**src/rtl/spi_ctrl_pkg.sv**
```systemverilog
// ============================================================================
// spi_ctrl_pkg : shared codes, state encoding and address helper for spi_frame_ctrl
// Revision     : 1.0
// ============================================================================
`default_nettype none

package spi_ctrl_pkg;

    localparam logic [7:0] CMD_WRITE   = 8'h01;
    localparam logic [7:0] CMD_READ    = 8'h02;
    localparam logic [7:0] CMD_SELECT  = 8'h03;

    localparam logic [7:0] STATUS_ADDR = 8'h00;

    typedef enum logic [1:0] {
        DEV_NONE  = 2'd0,
        DEV_COMP1 = 2'd1,
        DEV_COMP2 = 2'd2,
        DEV_RELAY = 2'd3
    } dev_e;

    typedef enum logic [2:0] {
        ST_IDLE    = 3'd0,
        ST_CMD     = 3'd1,
        ST_ARG     = 3'd2,
        ST_EXEC    = 3'd3,
        ST_HOLD    = 3'd4,
        ST_PASS    = 3'd5,
        ST_RLY_RST = 3'd6
    } state_e;

    // True when addr names one of the writable select registers (1..num_regs).
    function automatic logic reg_addr_ok(input logic [7:0] addr, input int unsigned num_regs);
        return (addr != STATUS_ADDR) && (32'(addr) <= num_regs);
    endfunction

endpackage

`default_nettype wire

```
**src/rtl/spi_frame_ctrl_pulse_timer.sv**
```systemverilog
// ============================================================================
// pulse_timer : loadable down-counter; done_o is high once the count reaches 0
// Revision    : 1.0
// ============================================================================
`default_nettype none

module pulse_timer #(
    parameter int CYCLES = 48
) (
    input  logic clk_i,
    input  logic rst_ni,
    input  logic load_i,
    input  logic en_i,
    output logic done_o
);

    localparam int W = (CYCLES > 1) ? $clog2(CYCLES) : 1;

    logic [W-1:0] cnt_q;

    // Loading CYCLES-1 makes the owner's output high for exactly CYCLES clocks.
    always_ff @(posedge clk_i) begin
        if (!rst_ni) begin
            cnt_q <= '0;
        end else if (load_i) begin
            cnt_q <= W'(CYCLES - 1);
        end else if (en_i && (cnt_q != '0)) begin
            cnt_q <= cnt_q - W'(1);
        end
    end

    assign done_o = (cnt_q == '0);

endmodule

`default_nettype wire

```
**src/rtl/spi_frame_ctrl.sv**
```systemverilog
// ============================================================================
// spi_frame_ctrl : decodes two-byte host frames, owns select registers,
//                  read-back staging, device chip selects and relay reset pulse
// Revision       : 1.0
// ============================================================================
`default_nettype none

module spi_frame_ctrl
    import spi_ctrl_pkg::*;
#(
    parameter int RLY_RST_CYCLES = 48,
    parameter int NUM_REGS       = 5
) (
    input  logic       clk_12mhz,
    input  logic       rst,
    input  logic       cs_active,
    input  logic       rx_valid,
    input  logic [7:0] rx_byte,
    output logic [7:0] tx_byte,
    output logic       tx_load,
    output logic [3:0] input_sel,
    output logic [3:0] mu_sel,
    output logic [3:0] avk_sel,
    output logic [3:0] fil1_sel,
    output logic [3:0] fil2_sel,
    output logic       comp1_cs,
    output logic       comp2_cs,
    output logic       relay_cs,
    output logic       pass_en,
    output logic       relay_reset,
    output logic       err
);

    localparam int REG_DEPTH = (NUM_REGS > 5) ? NUM_REGS : 5;

    state_e     state_q;
    dev_e       dev_pend_q;
    logic       cs_prev_q;
    logic [7:0] cmd_q;
    logic [7:0] arg_q;
    logic [7:0] tx_byte_q;
    logic       tx_load_q;
    logic       pass_en_q;
    logic       relay_reset_q;
    logic       err_q;
    logic [3:0] regs_q [1:REG_DEPTH];

    logic       cs_rise;
    logic       wr_ok_d;
    logic       rd_hit_d;
    logic [7:0] rd_byte_d;
    logic       timer_load;
    logic       timer_done;

    assign cs_rise = cs_active && !cs_prev_q;
    assign wr_ok_d = reg_addr_ok({4'b0, arg_q[7:4]}, NUM_REGS);

    always_comb begin
        rd_byte_d = 8'hFF;
        rd_hit_d  = 1'b0;
        if (arg_q == STATUS_ADDR) begin
            rd_byte_d = {7'b0, err_q};
            rd_hit_d  = 1'b1;
        end
        for (int i = 1; i <= NUM_REGS; i++) begin
            if (arg_q == 8'(i)) begin
                rd_byte_d = {4'b0, regs_q[i]};
                rd_hit_d  = 1'b1;
            end
        end
    end

    assign timer_load = (state_q == ST_PASS) && !cs_active && (dev_pend_q == DEV_RELAY);

    pulse_timer #(
        .CYCLES (RLY_RST_CYCLES)
    ) u_rly_timer (
        .clk_i  (clk_12mhz),
        .rst_ni (rst),
        .load_i (timer_load),
        .en_i   (state_q == ST_RLY_RST),
        .done_o (timer_done)
    );

    always_ff @(posedge clk_12mhz) begin
        if (!rst) begin
            state_q       <= ST_IDLE;
            dev_pend_q    <= DEV_NONE;
            // A frame already open when reset releases is not a fresh frame.
            cs_prev_q     <= 1'b1;
            cmd_q         <= 8'h00;
            arg_q         <= 8'h00;
            tx_byte_q     <= 8'h00;
            tx_load_q     <= 1'b0;
            pass_en_q     <= 1'b0;
            relay_reset_q <= 1'b0;
            err_q         <= 1'b0;
            for (int i = 1; i <= REG_DEPTH; i++) begin
                regs_q[i] <= 4'h0;
            end
        end else begin
            cs_prev_q <= cs_active;
            tx_load_q <= 1'b0;
            case (state_q)
                ST_IDLE: begin
                    if (cs_rise) begin
                        if (dev_pend_q != DEV_NONE) begin
                            state_q   <= ST_PASS;
                            pass_en_q <= 1'b1;
                        end else begin
                            state_q <= ST_CMD;
                        end
                    end
                end
                ST_CMD: begin
                    if (!cs_active) begin
                        state_q <= ST_IDLE;
                        err_q   <= 1'b1;
                    end else if (rx_valid) begin
                        cmd_q   <= rx_byte;
                        state_q <= ST_ARG;
                    end
                end
                ST_ARG: begin
                    if (!cs_active) begin
                        state_q <= ST_IDLE;
                        err_q   <= 1'b1;
                    end else if (rx_valid) begin
                        arg_q   <= rx_byte;
                        state_q <= ST_EXEC;
                    end
                end
                ST_EXEC: begin
                    state_q <= ST_HOLD;
                    case (cmd_q)
                        CMD_WRITE: begin
                            if (wr_ok_d) begin
                                for (int i = 1; i <= NUM_REGS; i++) begin
                                    if (arg_q[7:4] == 4'(i)) begin
                                        regs_q[i] <= arg_q[3:0];
                                    end
                                end
                            end else begin
                                err_q <= 1'b1;
                            end
                        end
                        CMD_READ: begin
                            tx_load_q <= 1'b1;
                            tx_byte_q <= rd_byte_d;
                            if (arg_q == STATUS_ADDR) begin
                                err_q <= 1'b0;
                            end else if (!rd_hit_d) begin
                                err_q <= 1'b1;
                            end
                        end
                        CMD_SELECT: begin
                            if ((arg_q >= 8'd1) && (arg_q <= 8'd3)) begin
                                dev_pend_q <= dev_e'(arg_q[1:0]);
                            end else begin
                                err_q <= 1'b1;
                            end
                        end
                        default: err_q <= 1'b1;
                    endcase
                end
                ST_HOLD: begin
                    if (!cs_active) begin
                        state_q <= ST_IDLE;
                    end
                end
                ST_PASS: begin
                    if (!cs_active) begin
                        dev_pend_q <= DEV_NONE;
                        pass_en_q  <= 1'b0;
                        if (dev_pend_q == DEV_RELAY) begin
                            state_q       <= ST_RLY_RST;
                            relay_reset_q <= 1'b1;
                        end else begin
                            state_q <= ST_IDLE;
                        end
                    end
                end
                ST_RLY_RST: begin
                    if (timer_done) begin
                        relay_reset_q <= 1'b0;
                        state_q       <= ST_IDLE;
                    end
                end
                default: state_q <= ST_IDLE;
            endcase
        end
    end

    // Chip selects follow the host CS directly so the device sees the host's exact frame edges.
    assign comp1_cs = !((state_q == ST_PASS) && (dev_pend_q == DEV_COMP1) && cs_active);
    assign comp2_cs = !((state_q == ST_PASS) && (dev_pend_q == DEV_COMP2) && cs_active);
    assign relay_cs = !((state_q == ST_PASS) && (dev_pend_q == DEV_RELAY) && cs_active);

    assign tx_byte     = tx_byte_q;
    assign tx_load     = tx_load_q;
    assign pass_en     = pass_en_q;
    assign relay_reset = relay_reset_q;
    assign err         = err_q;
    assign input_sel   = regs_q[1];
    assign mu_sel      = regs_q[2];
    assign avk_sel     = regs_q[3];
    assign fil1_sel    = regs_q[4];
    assign fil2_sel    = regs_q[5];

endmodule

`default_nettype wire

```
**config.mk**
```make
export PLATFORM = sky130hd
export DESIGN_NAME = spi_frame_ctrl
export DESIGN_NICKNAME = d
export VERILOG_FILES = /design/src/rtl/spi_ctrl_pkg.sv /design/src/rtl/spi_frame_ctrl_pulse_timer.sv /design/src/rtl/spi_frame_ctrl.sv
export SDC_FILE = /design/constraint.sdc
export NUM_CORES = 1
export LEC_CHECK = 0
export ABC_AREA = 0
export CAP_MARGIN = 20
export CORE_UTILIZATION = 50
export CTS_BUF_LIST = sky130_fd_sc_hd__clkbuf_2
export CTS_CLUSTER_SIZE = 24
export DETAILED_ROUTE_END_ITERATION = 16
export PLACE_DENSITY_LB_ADDON = 0.05
export SYNTH_ARGS = -nofsm -noshare
export SYNTH_HDL_FRONTEND = slang
export SYNTH_SLANG_ARGS = --single-unit
```
**constraint.sdc**
```tcl
create_clock -name clk_12mhz -period 3.3 [get_ports clk_12mhz]
set_clock_uncertainty 0.15 [all_clocks]
set_input_delay 0.33 -clock clk_12mhz [delete_from_list [all_inputs] [get_ports clk_12mhz]]
set_output_delay 0.33 -clock clk_12mhz [all_outputs]
set_load 0.02 [all_outputs]
```
# [After elaboration in Yosys (flattened, before gate mapping)]
# Memory sizes are Yosys's and may differ from the RTL's.
# Index checks and enable logic that the tools add are counted.
# W data, S select, Z words.
[totals] in_bits=12 mem_bits_ro=0 output_inout_bits=35 register_bits=40 latchBits=0 memories=1 ramBits=20 wordCells=179
[mem_list] name="regs_q" words=5 width=4 rd=5 rd_ports_with_merged_regs=0 write_ports=5 line_no="spi_frame_ctrl.sv:46" text="logic [3:0] regs_q [1:REG_DEPTH];"
[classes] n_mux=81 multipliers=0 n_reduce_logical=39 magnitude_cmp=3 shift=0 n_bitwise=6 n_div=0 n_eq_ne=36 add_sub_neg=1
[ops] operator="$mux W1" n=49
[ops] operator="$mux W8" n=6
[ops] operator="$eq A8 B2 Y1 const B" n=4
[ops] operator="$mux W3" n=10
[ops] operator="$pmux W3 S7" n=1
[ops] operator="$mux W4" n=5
[ops] operator="$ne A2 B2 Y1 const B" n=9
[ops] operator="$eq A8 B1 Y1 const B" n=2
[ops] operator="$eq A8 B3 Y1 const B" n=2
[ops] operator="$logic_and A1 B1 Y1" n=12
[ops] operator="$mux W6" n=2
[ops] operator="$ne A3 B3 Y1 const B" n=4
[ops] operator="$reduce_and A4 Y1" n=3
[ops] operator="$reduce_bool A2 Y1" n=6
[ops] operator="$eq A3 B3 Y1 const B" n=3
[ops] operator="$eq A4 B2 Y1 const B" n=2
[ops] operator="$eq A4 B3 Y1 const B" n=2
[ops] operator="$ge A8 B1 Y1 const B" n=1
[ops] operator="$le A8 B2 Y1 const B" n=1
[ops] operator="$logic_not A8 Y1" n=1
[ops] operator="$eq A3 B2 Y1 const B" n=2
[ops] operator="$logic_not A6 Y1" n=1
[ops] operator="$mux W2" n=3
[ops] operator="$pmux W1 S2" n=3
[ops] operator="20 further kinds" n=32

# [Logic depth before layout (Yosys ltp)]
[logic_depth] depth_word=11 depth_mapped=7

# [Modules after synthesis]
# A second synthesis with hierarchy kept.
[unflattened] cells_unflattened=302 area_unflattened_um2=2862.7
[modules_own_cells] mod="spi_frame_ctrl" seq_area_each_um2=1221.2 area_per_inst_um2=2502.4 cells_per_inst=263 n_inst=1
[modules_own_cells] mod="pulse_timer" seq_area_each_um2=120.1 area_per_inst_um2=360.3 cells_per_inst=39 n_inst=1

# [Least setup slack after synthesis]
# Ideal clock, no wire load.
[synth_timing] path_kind="register to register" start="register cmd_q[7]" end="register regs_q[0][10] (netlist name)" arrival_ns=1.795 path_stages_with_launch=5 required_ns=2.777 path_slack_ns=0.982 cell_sequence="dfxtp_1 > or4_4 > nor4_4 > nand3_2 > o31ai_1"
[synth_rtl] item="start, declared" line_no="spi_frame_ctrl.sv:39" text="logic [7:0] cmd_q;"
[synth_rtl] item="start signal, assigned" line_no="spi_frame_ctrl.sv:120" text="cmd_q <= rx_byte;"

# [Worst setup path after layout]
[layout_timing] start="register state_q[2]" end="output port comp2_cs"
[layout_between] elab_chain_len=4
[layout_lines] item="start, declared" line_no="spi_frame_ctrl.sv:36" text="state_e state_q;"
[layout_lines] item="start signal, assigned" line_no="spi_frame_ctrl.sv:87" text="state_q <= ST_IDLE;"
[layout_lines] item="start signal, assigned" line_no="spi_frame_ctrl.sv:108" text="state_q <= ST_PASS;"
[layout_lines] item="start signal, assigned" line_no="spi_frame_ctrl.sv:111" text="state_q <= ST_CMD;"
[layout_lines] item="$eq A3 B3 Y1" line_no="spi_frame_ctrl.sv:196" text="assign comp2_cs = !((state_q == ST_PASS) && (dev_pend_q == DEV_COMP2) && cs_active);"
[layout_lines] item="$logic_and A1 B1 Y1 (2 in series)" line_no="spi_frame_ctrl.sv:196"
[layout_lines] item="$logic_not A1 Y1" line_no="spi_frame_ctrl.sv:196"
[layout_lines] item="end, declared" line_no="spi_frame_ctrl.sv:27" text="output logic comp2_cs,"
# Every way passes these cells.

==> out/qor.csv <==
metric;value;unit
maximum clock rate;346.5;MHz
clk_lat worst skew;470;ps
CP endpoint kind;output pin;
worst-path fanout max;15;
Crit-path slowest cell;dfxtp_1;
drt first pass iters;5;
Hold Path End;cmd_q[2];
Worst Path Buf+Inv;2;
Post-synth top flop;dfxtp_1;
CP Data Required Time;2820;ps
hold path cells;3;
Seq cells post-synth;57;
Mapped Area;0.002940;mm^2
Iter 0 DRT Violations;209;
leakage power;1.221;nW
Avg Cell Area, Syn;9.546;um^2
antenna violations before repair;0;
# port buffers;46;
synth warn;0;
# IOs;47;
multi-input logic area;0.001474;mm^2
Die Span Y;78.69;um
total core area;0.005574;mm^2
Max Cap Viol;0;
Die Width;78.69;um
DRC viols;0;
layout cells sized above 1;11.11;%
storage element area;0.001341;mm^2
most frequent cells in the layout;clkdlybuf4s50_1 (46), dfxtp_1 (37), nand2_1 (25);
Mapped Cells;308;
vias;2370;
cts repair resizes;0;
GR Overflow Total;0;
total negative slack;0;ps
CP cell instances;inv_1, nor2_1, nand4b_1, clkdlybuf4s50_1;
initial core utilization;52.75;%
Detailed Route WL;6.581;mm
final hold viol count;0;
RSZ-0062 raised after global routing;no;
post-synthesis sequential area ratio;45.62;%
CP arrival;2410;ps
number of core rows;27;
Die Area;0.006191;mm^2
vias per inst;5.603;
total track usage;23.06;%
synth unique cells;52;
H-tree depth;3;
fin crit period;2886;ps
Detailed Place HPWL;4.612;mm
vias in the first global route;2097;
Post-Place Cells;407;
Synth Net Count;322;
maximum vdd ir drop;0.2073;mV
critical path class;flop to output pin;
global-route wire length before repair;10.78;mm
min-delay src;rx_byte[2];
Power Density;396.1;mW/mm^2
crit-path leading delay family;buffers and inverters;
status;completed;
startpoint class of the critical path;flop;
commonest non-fill, non-tap cell in the layout;clkdlybuf4s50_1;
Least-Margin Pin Slew;736.6;ps
total power;0.001381;W
Reg clk slew, reported paths;190;ps
slowest stage delay, CP;630;ps
CTS tree;yes;
ys async rst share;0;%
reg-to-reg slack, setup;660;ps
Clock Root Buffer;clkbuf_2;
reg-to-reg startpoint;cmd_q[7];
hold crit path type;input port to flop;
Area Growth Syn to Fin;18.55;%
Final Cycle Share;87.44;%
diodes inserted;0;
Clock Sinks;57;
gpl congestion;0.8076;
largest net degree at the start of global routing;39;
Post-CTS Setup Bufs;0;
Post-synth EDFFs;20;
clock buffer depth;2;
Crit. Startpoint;state_q[2];
final-layout fill cell count;519;
Final Non-Filler Cells;423;
fin nets;360;
Pins Over Slew Limit;0;
WL per Instance;15.56;um
cts hold-fix bufs;0;
Finish-stage setup viols;0;
CTS buffer count;9;
Antenna Violating Nets Remaining;0;
Worst slew margin;50.83;%
Critical R2R Capture;regs_q[0][9];
worst reg2reg path depth;4;
[cells in the mapped netlist, types with 3 or more instances]
master	count	area, um^2
and2_2	7	52.55
xor2_1	3	26.28
buf_4	7	52.55
nand2b_1	5	31.28
inv_1	4	15.01
clkbuf_1	10	37.54
buf_2	4	20.02
nand3b_1	4	30.03
nand2_1	25	93.84
nor2b_1	23	143.9
and2_1	14	87.58
nor2_2	4	25.02
a21oi_1	11	55.05
nor3_1	9	45.04
nor2_1	23	86.33
nand4b_1	4	35.03
o21ai_0	16	80.08
dfxtp_1	37	740.7
o21a_1	3	22.52
mux2i_1	18	180.2
edfxtp_1	20	600.6
o22a_1	6	52.55
nand3_1	6	30.03
a21boi_0	6	45.04
o22ai_1	3	18.77
[routing by layer]
metal,share of wire (%),routed length [um],global-route usage [%]
met1,52,3406,33.85
met2,42,2793,33.04
met3,4.5,293,4.070
met4,1.3,87,9.630
met5,0,0,0
[logic make-up (layout without fill, tap and decap cells)]
family,Yosys count,after routing,share of synthesized area [%]
buffers and inverters,25,68,4.255
muxes,19,19,6.893
adders and majority gates,2,2,0.8509
xor gates and xnor gates,5,5,1.490
and+or+nand+nor,137,137,26.38
DFF,57,57,45.62
AOI/OAI and AO/OA,63,63,14.51
[through the flow]
step           hold WS, ps  instance area (um^2)  utilization, %  worst slack, ps
2_1_floorplan        333.6                  2940               -            982.2
3_3_place_gp         321.6                  3396           60.92            757.5
3_5_place_dp         348.3                  3396           60.92            710.4
4_1_cts              325.8                  3486           62.54            412.8
5_1_grt              346.3                  3486           62.54            264.2
6_report             354.9                  3486           62.54            414.4
[where the power goes]
group / total (W) / leakage [nW] / internal (W) / switching [W]
logic: 0.000200 / 0.652 / 0.0000965 / 0.000103
registers: 0.000796 / 0.505 / 0.000749 / 0.0000463
clock network: 0.000385 / 0.0632 / 0.0000992 / 0.000286
total: 0.00138 / 1.22 / 0.000945 / 0.000436
[cell type report]
cell class	count	area share [%]
Clock buffer	9	1.292
Inverter	4	0.4307
Tap cell	72	2.584
Sequential cell	57	38.48
Clock inverter	7	1.292
Timing Repair Buffer	48	13.64
Multi-Input combinational cell	226	42.28
[registers in the layout, indices dropped and copies added, names as in the netlist, 2 cells and up]
signal and count:
state_q 3, u_rly_timer.cnt_q 6, cmd_q 8, regs_q 20, arg_q 8, tx_byte 5, dev_pend_q 2
[worst max path at each step]
stage	slack (ps)	to	cells after the start
3_5_place_dp	710	regs_q[0][11]	4
4_1_cts	410	relay_cs	4
3_3_place_gp	760	regs_q[0][19]	4
6_report	410	comp2_cs	4
2_1_floorplan	980	regs_q[0][10]	4
5_1_grt	260	relay_cs	4
[worst reg2reg max path: stages, from the launching register on]
cell,delay [ps]
dfxtp_1,360
or4_4,550
nor4_4,470
nand3_2,220
o31ai_1,540
Power figures use the tool's default switching activity.
